**config.mk**
```make
export PLATFORM = sky130hd
export DESIGN_NAME = data_mem_controller
export DESIGN_NICKNAME = d
export VERILOG_FILES = /design/src/rtl/data_mem_controller.sv
export SDC_FILE = /design/constraint.sdc
export NUM_CORES = 1
export LEC_CHECK = 0
export CORE_MARGIN = 2
export CORE_UTILIZATION = 30
export CTS_BUF_LIST = sky130_fd_sc_hd__clkbuf_4 sky130_fd_sc_hd__clkbuf_8
export CTS_CLUSTER_DIAMETER = 30
export DETAILED_ROUTE_END_ITERATION = 10
export SETUP_SLACK_MARGIN = 0.05
export SYNTH_ARGS = -nofsm -noshare
export SYNTH_HDL_FRONTEND = slang
export SYNTH_SLANG_ARGS = --single-unit
export TNS_END_PERCENT = 5
```
**constraint.sdc**
```tcl
create_clock -name clk -period 2.5 [get_ports clk]
set_clock_uncertainty 0.15 [all_clocks]
set_input_delay 0.375 -clock clk [delete_from_list [all_inputs] [get_ports clk]]
set_output_delay 0.375 -clock clk [all_outputs]
set_load 0.05 [all_outputs]
```
**src/rtl/data_mem_controller.sv**
```systemverilog
// Data-memory controller: aligns MEM-stage loads/stores onto a word-wide req/ready memory port.
// One request in flight; the pipeline is stalled from request through ACCESS, released in DONE.
module data_mem_controller #(
  parameter int TIMEOUT = 64
) (
  input  logic        clk,
  input  logic        reset_n,
  input  logic        memRead,
  input  logic        memWrite,
  input  logic [2:0]  funct3,
  input  logic [31:0] address,
  input  logic [31:0] writeData,
  output logic        stall,
  output logic [31:0] loadData,
  output logic        loadValid,
  output logic        misaligned,
  output logic        accessFault,
  output logic        mem_req,
  output logic        mem_we,
  output logic [31:0] mem_addr,
  output logic [31:0] mem_wdata,
  output logic [3:0]  mem_wstrb,
  input  logic [31:0] mem_rdata,
  input  logic        mem_ready
);

  localparam int CW = $clog2(TIMEOUT + 1);

  typedef enum logic [1:0] {IDLE, ACCESS, DONE} state_t;

  state_t         state_q, state_d;
  logic [CW-1:0]  cnt_q, cnt_d;
  logic           is_load_q, is_load_d;
  logic [2:0]     f3_q, f3_d;
  logic [1:0]     off_q, off_d;
  logic           mem_we_q, mem_we_d;
  logic [31:0]    mem_addr_q, mem_addr_d;
  logic [31:0]    mem_wdata_q, mem_wdata_d;
  logic [3:0]     mem_wstrb_q, mem_wstrb_d;
  logic [31:0]    load_data_q, load_data_d;
  logic           load_valid_q, load_valid_d;
  logic           misaligned_q, misaligned_d;
  logic           access_fault_q, access_fault_d;

  logic        req, is_byte, is_half, aligned, start;
  logic [31:0] st_wdata;
  logic [3:0]  st_strb;
  logic [7:0]  ld_byte;
  logic [15:0] ld_half;
  logic [31:0] ld_ext;

  // Request decode; funct3 codes other than B/H/BU/HU behave as a word access.
  always_comb begin
    req     = memRead | memWrite;
    is_byte = (funct3 == 3'b000) || (funct3 == 3'b100);
    is_half = (funct3 == 3'b001) || (funct3 == 3'b101);
    if (is_byte)      aligned = 1'b1;
    else if (is_half) aligned = ~address[0];
    else              aligned = (address[1:0] == 2'b00);
    start = (state_q == IDLE) && req && aligned;

    if (is_byte) begin
      st_wdata = {4{writeData[7:0]}};
      st_strb  = 4'b0001 << address[1:0];
    end else if (is_half) begin
      st_wdata = {2{writeData[15:0]}};
      st_strb  = 4'b0011 << address[1:0];
    end else begin
      st_wdata = writeData;
      st_strb  = 4'b1111;
    end
  end

  always_comb begin
    case (off_q)
      2'd0:    ld_byte = mem_rdata[7:0];
      2'd1:    ld_byte = mem_rdata[15:8];
      2'd2:    ld_byte = mem_rdata[23:16];
      default: ld_byte = mem_rdata[31:24];
    endcase
    ld_half = off_q[1] ? mem_rdata[31:16] : mem_rdata[15:0];
    case (f3_q)
      3'b000:  ld_ext = {{24{ld_byte[7]}}, ld_byte};
      3'b100:  ld_ext = {24'd0, ld_byte};
      3'b001:  ld_ext = {{16{ld_half[15]}}, ld_half};
      3'b101:  ld_ext = {16'd0, ld_half};
      default: ld_ext = mem_rdata;
    endcase
  end

  always_comb begin
    state_d        = state_q;
    cnt_d          = cnt_q;
    is_load_d      = is_load_q;
    f3_d           = f3_q;
    off_d          = off_q;
    mem_we_d       = mem_we_q;
    mem_addr_d     = mem_addr_q;
    mem_wdata_d    = mem_wdata_q;
    mem_wstrb_d    = mem_wstrb_q;
    load_data_d    = load_data_q;
    load_valid_d   = 1'b0;
    misaligned_d   = 1'b0;
    access_fault_d = 1'b0;

    case (state_q)
      IDLE: begin
        if (req && !aligned) begin
          misaligned_d = 1'b1;
        end else if (start) begin
          state_d     = ACCESS;
          cnt_d       = '0;
          is_load_d   = memRead;
          f3_d        = funct3;
          off_d       = address[1:0];
          mem_we_d    = ~memRead;
          mem_addr_d  = {address[31:2], 2'b00};
          mem_wdata_d = st_wdata;
          mem_wstrb_d = memRead ? 4'b0000 : st_strb;
        end
      end
      ACCESS: begin
        if (mem_ready) begin
          state_d = DONE;
          if (is_load_q) begin
            load_data_d  = ld_ext;
            load_valid_d = 1'b1;
          end
        end else if (cnt_q == CW'(TIMEOUT - 1)) begin
          // Abandon the access: report a fault and return a zero load result.
          state_d        = DONE;
          load_data_d    = '0;
          access_fault_d = 1'b1;
        end else begin
          cnt_d = cnt_q + CW'(1);
        end
      end
      default: state_d = IDLE;
    endcase
  end

  always_ff @(posedge clk or negedge reset_n) begin
    if (!reset_n) begin
      state_q        <= IDLE;
      cnt_q          <= '0;
      is_load_q      <= 1'b0;
      f3_q           <= 3'b000;
      off_q          <= 2'b00;
      mem_we_q       <= 1'b0;
      mem_addr_q     <= '0;
      mem_wdata_q    <= '0;
      mem_wstrb_q    <= 4'b0000;
      load_data_q    <= '0;
      load_valid_q   <= 1'b0;
      misaligned_q   <= 1'b0;
      access_fault_q <= 1'b0;
    end else begin
      state_q        <= state_d;
      cnt_q          <= cnt_d;
      is_load_q      <= is_load_d;
      f3_q           <= f3_d;
      off_q          <= off_d;
      mem_we_q       <= mem_we_d;
      mem_addr_q     <= mem_addr_d;
      mem_wdata_q    <= mem_wdata_d;
      mem_wstrb_q    <= mem_wstrb_d;
      load_data_q    <= load_data_d;
      load_valid_q   <= load_valid_d;
      misaligned_q   <= misaligned_d;
      access_fault_q <= access_fault_d;
    end
  end

  assign mem_req     = (state_q == ACCESS);
  assign stall       = start || (state_q == ACCESS);
  assign mem_we      = mem_we_q;
  assign mem_addr    = mem_addr_q;
  assign mem_wdata   = mem_wdata_q;
  assign mem_wstrb   = mem_wstrb_q;
  assign loadData    = load_data_q;
  assign loadValid   = load_valid_q;
  assign misaligned  = misaligned_q;
  assign accessFault = access_fault_q;

endmodule

```
==> results of run 1 <==
==> power groups by stage <==
| stage | clock [mW] | combinational, mW | sequential [mW] |
|---|---|---|---|
| 2_1_floorplan | 0 | 1.40 | 5.60 |
| 3_3_place_gp | 0 | 5.96 | 3.20 |
| 3_5_place_dp | 0 | 6.02 | 3.22 |
| 4_1_cts | 2.12 | 6.03 | 3.20 |
| 5_1_grt | 2.20 | 6.32 | 3.29 |
| 6_report | 2.06 | 5.99 | 3.19 |
==> metal layers <==
layer / wire length [um] / vias up / global-route usage, %
met4: 282 / 0 / 6.92
li1: - / 2305 / -
met2: 7890 / 193 / 28.5
met5: 0 / - / 0
met3: 1170 / 25 / 4.38
met1: 6870 / 2338 / 22.0
==> area by class of cell <==
type | instances | area, um^2 | area share, %
sequential | 117 | 2930 | 35.3
timing repair buffer | 237 | 2360 | 28.4
multi-input combinational | 374 | 2210 | 26.6
clock buffer | 22 | 297 | 3.57
tap | 225 | 282 | 3.39
clock inverter | 9 | 173 | 2.08
inverter | 15 | 56.3 | 0.678
==> cells in the final DEF, fill, tap and decap left out, types with 2 or more instances in the layout <==
| cell type | Yosys | routed |
|---|---|---|
| or3_1 | 2 | 2 |
| inv_1 | 12 | 12 |
| o211ai_1 | 5 | 5 |
| bufinv_16 | 0 | 5 |
| o41ai_1 | 2 | 2 |
| nand2_1 | 171 | 170 |
| o31ai_1 | 4 | 4 |
| a21oi_1 | 12 | 12 |
| a21o_1 | 5 | 5 |
| inv_2 | 3 | 3 |
| buf_4 | 2 | 27 |
| mux2_1 | 6 | 6 |
| a221o_1 | 16 | 16 |
| clkbuf_8 | 0 | 21 |
| a221oi_1 | 6 | 6 |
| nand2b_1 | 4 | 4 |
| a32o_1 | 3 | 3 |
| o2bb2ai_1 | 7 | 7 |
| mux2_2 | 4 | 4 |
| clkdlybuf4s50_1 | 0 | 202 |
| nor2_1 | 19 | 19 |
| nand3_1 | 4 | 4 |
| o21ai_1 | 34 | 34 |
| ha_1 | 5 | 5 |
| nor2b_1 | 4 | 4 |
| nor3_1 | 2 | 2 |
| conb_1 | 1 | 2 |
| or4_1 | 5 | 4 |
| clkinv_2 | 0 | 3 |
| a211oi_1 | 2 | 2 |
| mux2i_1 | 34 | 34 |
| dlymetal6s2s_1 | 0 | 2 |
| buf_12 | 0 | 5 |
| dfrtp_1 | 117 | 117 |
==> critical path, delay by kind of cell <==
family                     cells  cell delay, ns
and+or+nand+nor                3            0.67
buffers and inverters          3            0.63
adders and majority gates      1            0.17
==> what timing repair did <==
action                                 in CTS  in global routing
gates resized for setup                     0                  3
buffers inserted                            0                  0
setup endpoints to repair                   0                  2
hold buffers                                1                  0
endpoints found under the hold margin      43                  0
==> stage by stage <==
stage               total power, mW  cells  hold slack [ns]
finish                         11.2    999            0.235
global route                   11.8    999            0.247
CTS                            11.4    999            0.277
detailed placement             9.24    967            0.279
global placement               9.16    967            0.270
floorplan                      7.00    544          -0.0706
==> registers in the layout, indices dropped and copies added (netlist names) <==
register and cells:
accessFault 1, f3_q 3, state_q 2, mem_addr 30, mem_wstrb 4, misaligned 1
is_load_q 1, mem_wdata 32, loadData 32, loadValid 1, cnt_q 7, mem_we 1
off_q 2
==> final timing paths <==
kind | from | end | slack, ns | cells past startpoint
setup / recovery | address[1] | stall | 0.12 | 7
hold / removal | address[0] | off_q[0] | 0.24 | 4
setup reg to reg | cnt_q[0] | cnt_q[1] | 0.31 | 5
hold reg to reg | mem_addr[4] | mem_addr[4] | 0.33 | 2
max in group asynchronous | reset_n | mem_addr[20] | 1.15 | 3
min in group asynchronous | reset_n | misaligned | 0.34 | 2
==> logic make-up after synthesis <==
| group | Yosys count | share of synthesized area [%] |
|---|---|---|
| simple gates | 220 | 17.2 |
| flops | 117 | 54.5 |
| compound gates | 102 | 13.5 |
| buf+inv | 53 | 4.73 |
| mux | 45 | 8.86 |
| fa+ha+maj | 5 | 1.17 |
| other cells | 1 | 0.0698 |
==> summary.md, run 1 <==
| Metric | Value |
|---|---|
| Status | finished clean |
| Synth top area cells | dfrtp_1, nand2_1, mux2i_1, o21ai_1, a221o_1 |
| Worst-margin pin slew | ~0.93 ns |
| Die Height | between 100 and 150 um |
| Hold WC Path Type | in2reg |
| Synth Instances | ~540 |
| Post-route DRC | 0 |
| Fin. Hold Viols | 0 |
| Placer Congestion | about 0.80 |
| Fmax | between 400 and 500 MHz |
| Via count | 4861 |
| Pwr Density | around 1400 nW/um^2 |
| Dpl hpwl | ~12000 um |
| First-pass detailed-route iteration total | 4 |
| Slowest stage cell, crit path | or4_4 |
| Final Cell Area | between 8000 and 9000 um^2 |
| Die ar. | between 15000 and 20000 um^2 |
| Synthesis-to-finish area growth | 54.7% |
| Post-synth EDFFs | 0 |
| Area after DPL | 7820 um^2 |
| Sw frac | 46.1% |
| Final WL | approximately 16000 um |
| # port buffers | 207 |
| Tmin final | ~2.4 ns |
| Initial antenna violation count | 0 |
| H-tree lvl count | 4 |
| CTS Buf Count | 17 |
| Startpoint types | primary input |
| CTS tree | yes |
| Sequential Power Share | roughly 28% |
| Int Pwr | 6.06 mW |
| Total grt overflow | 0 |
| Clock power share | a little under a fifth |
| Setup_tns | 0 ns |
| Place WS | approximately 0.022 ns |
| Leakage power | between 3 and 4 nW |
| I/O pins | 210 |
| Max cap viols | 0 |
| Wire length per cell | 16.2 um |
| Synth Warn # | 0 |
| Top_reg_cell synth | dfrtp_1 |
| Layout filler cell count | roughly 1.6k |
| Register area share after synthesis | a little over half |
| Worst vdd ir | about 750 uV |
| First-pass GRT wire length | roughly 26000 um |
| Die width | between 100 and 150 um |
| Critical-path cell list | clkdlybuf4s50_1 -> inv_1 -> ha_1 -> nor2b_1 -> or4_4 -> nand2_4 -> buf_12 |
| Core Region | ~17000 um^2 |
| Async SR Flop Fraction | between 90% and 100% |
| Yosys top cell by area | dfrtp_1 |
| Share of layout cells above drive strength 1 | under 10% |
| Register bit total from synthesis | 117 |
| Initial core utilization | a little over 30% |
| Commonest cells post-synth | nand2_1, dfrtp_1, mux2i_1, o21ai_1, nor2_1 |
| WP data required | roughly 2.0 ns |
| Antenna Violating Nets Remaining | 0 |
| Fin crit share | a little over nine tenths |
| Combinational Power Share | 53.3% |
| Slew Limit Headroom | around two fifths |
| Largest net degree at the start of global routing | 47 |
| Vias/cell | approximately 4.9 |
| Library cells used by synthesis | 48 |
| Vias in the first global route | slightly below 5k |
| Number of antenna repair diodes | 0 |
| Root buffer cell | clkbuf_8 |
| Initial DRC Count | about 250 |
| Crit Path Category | in2out |
| NetSw | 5.19 mW |
| Clk Latency, worst-skew pair | roughly 0.43 ns |
| Worst Setup End Kind | output pin |
| Max incr delay on CP | around 0.52 ns |
| Clk slew on worst S/H paths | around 0.070 ns |
| CP max FO | 3 |
| Area fraction of the dominant cell type after synthesis | a little over half |
| Maximum buffer depth of the clock tree | 2 |
| Cell with the most instances after synthesis | nand2_1 |
| # setup viols final | 0 |
| Total track usage | between 10% and 20% |
| Mapped cell area | 5370 um^2 |
| Syn avg cell area | approximately 10 um^2 |
| Final worst slack | about 0.12 ns |
| Unrepaired setup endpoints after global routing | true |
| # rows | between 40 and 50 |
| Layout net count | roughly 870 |
| Crit path arrival time | approximately 1.9 ns |
| Pins over their slew limit | 0 |
| Fin util | a little under half |
| Clock sinks | between 100 and 150 |
(Power assumes the default switching activity.)
==> run 2, diff against run 1 <==
--- a/config.mk
+++ b/config.mk
@@ -5,6 +5,7 @@
 export SDC_FILE = /design/constraint.sdc
 export NUM_CORES = 1
 export LEC_CHECK = 0
+export CORE_ASPECT_RATIO = 0.5
 export CORE_MARGIN = 2
 export CORE_UTILIZATION = 30
 export CTS_BUF_LIST = sky130_fd_sc_hd__clkbuf_4 sky130_fd_sc_hd__clkbuf_8
==> summary.md, run 2 (synthesized netlist as in run 1, its figures left out) <==
| Metric | Value |
|---|---|
| Die width | 193 um (+40%) |
| Clk Latency, worst-skew pair | 0.42 ns (about the same) |
| Pwr Density | 1340 nW/um^2 (-1.1%) |
| Die Height | 98.6 um (-28%) |
| Fmax | 417 MHz (-0.78%) |
| Clock sinks | 117 (unchanged) |
| Synthesis-to-finish area growth | 53.1% |
| R2R Path End | cnt_q[1] |
| Hold WC Path Type | in2async |
| Antenna Violating Nets Remaining | 0 (unchanged) |
| First-pass detailed-route iteration total | 4 (unchanged) |
| Final WL | 16400 um (+0.99%) |
| Leakage power | 3.76 nW (-1.7%) |
| Layout net count | 866 (-0.57%) |
| Reg-to-Reg Start | cnt_q[0] |
| Number of antenna repair diodes | 0 (unchanged) |
| # rows | 34 (-29%) |
| Status | finished clean |
| Placer Congestion | 0.748 (-6.9%) |
| Wire length per cell | 16.3 um (+0.49%) |
| Max cap viols | 0 (unchanged) |
| Vias in the first global route | 4770 (-3.9%) |
| Share of layout cells above drive strength 1 | 9.48% (-0.47 points) |
| Total grt overflow | 0 (unchanged) |
| # port buffers | 207 (unchanged) |
| CTS tree | yes |
| Largest net degree at the start of global routing | 104 (+120%) |
| Flop2flop setup slack | 0.31 ns (about the same) |
| Unrepaired setup endpoints after global routing | false |
| Tmin final | 2.40 ns (+0.0187 ns) |
| First-pass GRT wire length | 26000 um (+1.9%) |
| Initial antenna violation count | 0 (unchanged) |
| Slew Limit Headroom | 33.0% (-5.1 points) |
| R2R cell count | 5 (unchanged) |
| Pins over their slew limit | 0 (unchanged) |
| Core Region | 17400 um^2 (+0.14%) |
| Crit Path Category | in2out |
| Root buffer cell | clkbuf_8 |
| Fin util | 47.1% (-0.55 points) |
| Worst Setup End Kind | output pin |
| Worst-margin pin slew | 1.00 ns (+0.0768 ns) |
| Total track usage | 17.5% (+0.16 points) |
| CTS Buf Count | 17 (unchanged) |
| Layout filler cell count | 1661 (+2.4%) |
| H-tree lvl count | 4 (unchanged) |
| Worst vdd ir | 720 uV (-3.8%) |
| Die ar. | 19000 um^2 (+0.35%) |
| I/O pins | 210 (unchanged) |
| Initial DRC Count | 248 (-2.0%) |
| Most frequent cells in the layout | clkdlybuf4s50_1, nand2_1, dfrtp_1, mux2i_1, o21ai_1 |
| Via count | 4737 (-2.6%) |
| Final hold slack | 0.237 ns (+0.00149 ns) |
| Fin crit share | 96.0% (+0.75 points) |
| Setup_tns | 0 ns (unchanged) |
| CP max FO | 4 (+1) |
| Initial core utilization | 30.8% (-0.044 points) |
| Clk slew on worst S/H paths | 0.09 ns (+0.02 ns) |
| Vias/cell | 4.72 (-3.0%) |
| Most common cell after layout, fill and taps aside | clkdlybuf4s50_1 |
| Maximum buffer depth of the clock tree | 2 (unchanged) |
| Startpoint types | primary input |
| WP data required | 1.98 ns (about the same) |
| Crit path arrival time | 1.88 ns (+0.02 ns) |
| Dpl hpwl | 11800 um (-2.9%) |
| Post-route DRC | 0 (unchanged) |
| # setup viols final | 0 (unchanged) |
| Fin. Hold Viols | 0 (unchanged) |
## run 2: worst max path at each step
stage | from | cells past startpoint | slack [ns] | end
finish | address[1] | 7 | 0.1 | stall
detailed placement | address[0] | 8 | -0.1 | cnt_q[1]
floorplan | funct3[0] | 7 | 0.15 | stall
global route | address[1] | 7 | 0.05 | stall
global placement | address[0] | 7 | -0.01 | stall
CTS | address[1] | 7 | 0.06 | stall
## run 2: area by class of cell
cell class                 count  area [um^2]  area share, %
clock buffer                  18          248           3.01
clock inverter                14          176           2.15
inverter                      15         56.3          0.685
multi-input combinational    374         2210           26.9
sequential                   117         2930           35.6
tap                          234          293           3.56
timing repair buffer         232         2310           28.1
## run 2: timing repair
item                                    CTS  global route
endpoints found under the hold margin    20             0
gates resized for setup                   3             2
endpoints found under the setup margin    2             1
buffers inserted                          0             1
hold buffers                              1             0
pin swaps                                 0             2
## run 2: power breakdown
part / switching (mW) / internal, mW / total, mW
sequential: 0.509 / 2.66 / 3.17
clock: 0.870 / 1.02 / 1.89
combinational: 3.89 / 2.05 / 5.94
total: 5.27 / 5.74 / 11.0
## run 2: metal layers
layer / routed length (um) / up-vias / share of wire [%] / track usage [%]
met5: 0 / - / 0 / 0
met4: 149 / 0 / 0.91 / 5.54
met3: 681 / 11 / 4.2 / 3.56
met2: 8090 / 109 / 49 / 29.2
met1: 7450 / 2322 / 45 / 23.0
li1: - / 2295 / - / -
## run 2: metrics by stage
| stage | instances | setup WS (ns) | total power, mW | area [um^2] |
|---|---|---|---|---|
| 2_1_floorplan | 544 | 0.148 | 7.00 | 5380 |
| 3_3_place_gp | 970 | -0.0126 | 9.12 | 7770 |
| 3_5_place_dp | 970 | -0.0979 | 9.19 | 7770 |
| 4_1_cts | 1003 | 0.0650 | 11.1 | 8210 |
| 5_1_grt | 1004 | 0.0487 | 11.6 | 8220 |
| 6_report | 1004 | 0.0992 | 11.0 | 8220 |
## run 2: critical path, stage by stage
cell and delay, ns:
clkdlybuf4s50_1 0.42, inv_1 0.08, ha_2 0.18, nor2b_1 0.06
or4_4 0.53, nand2_4 0.10, buf_12 0.13
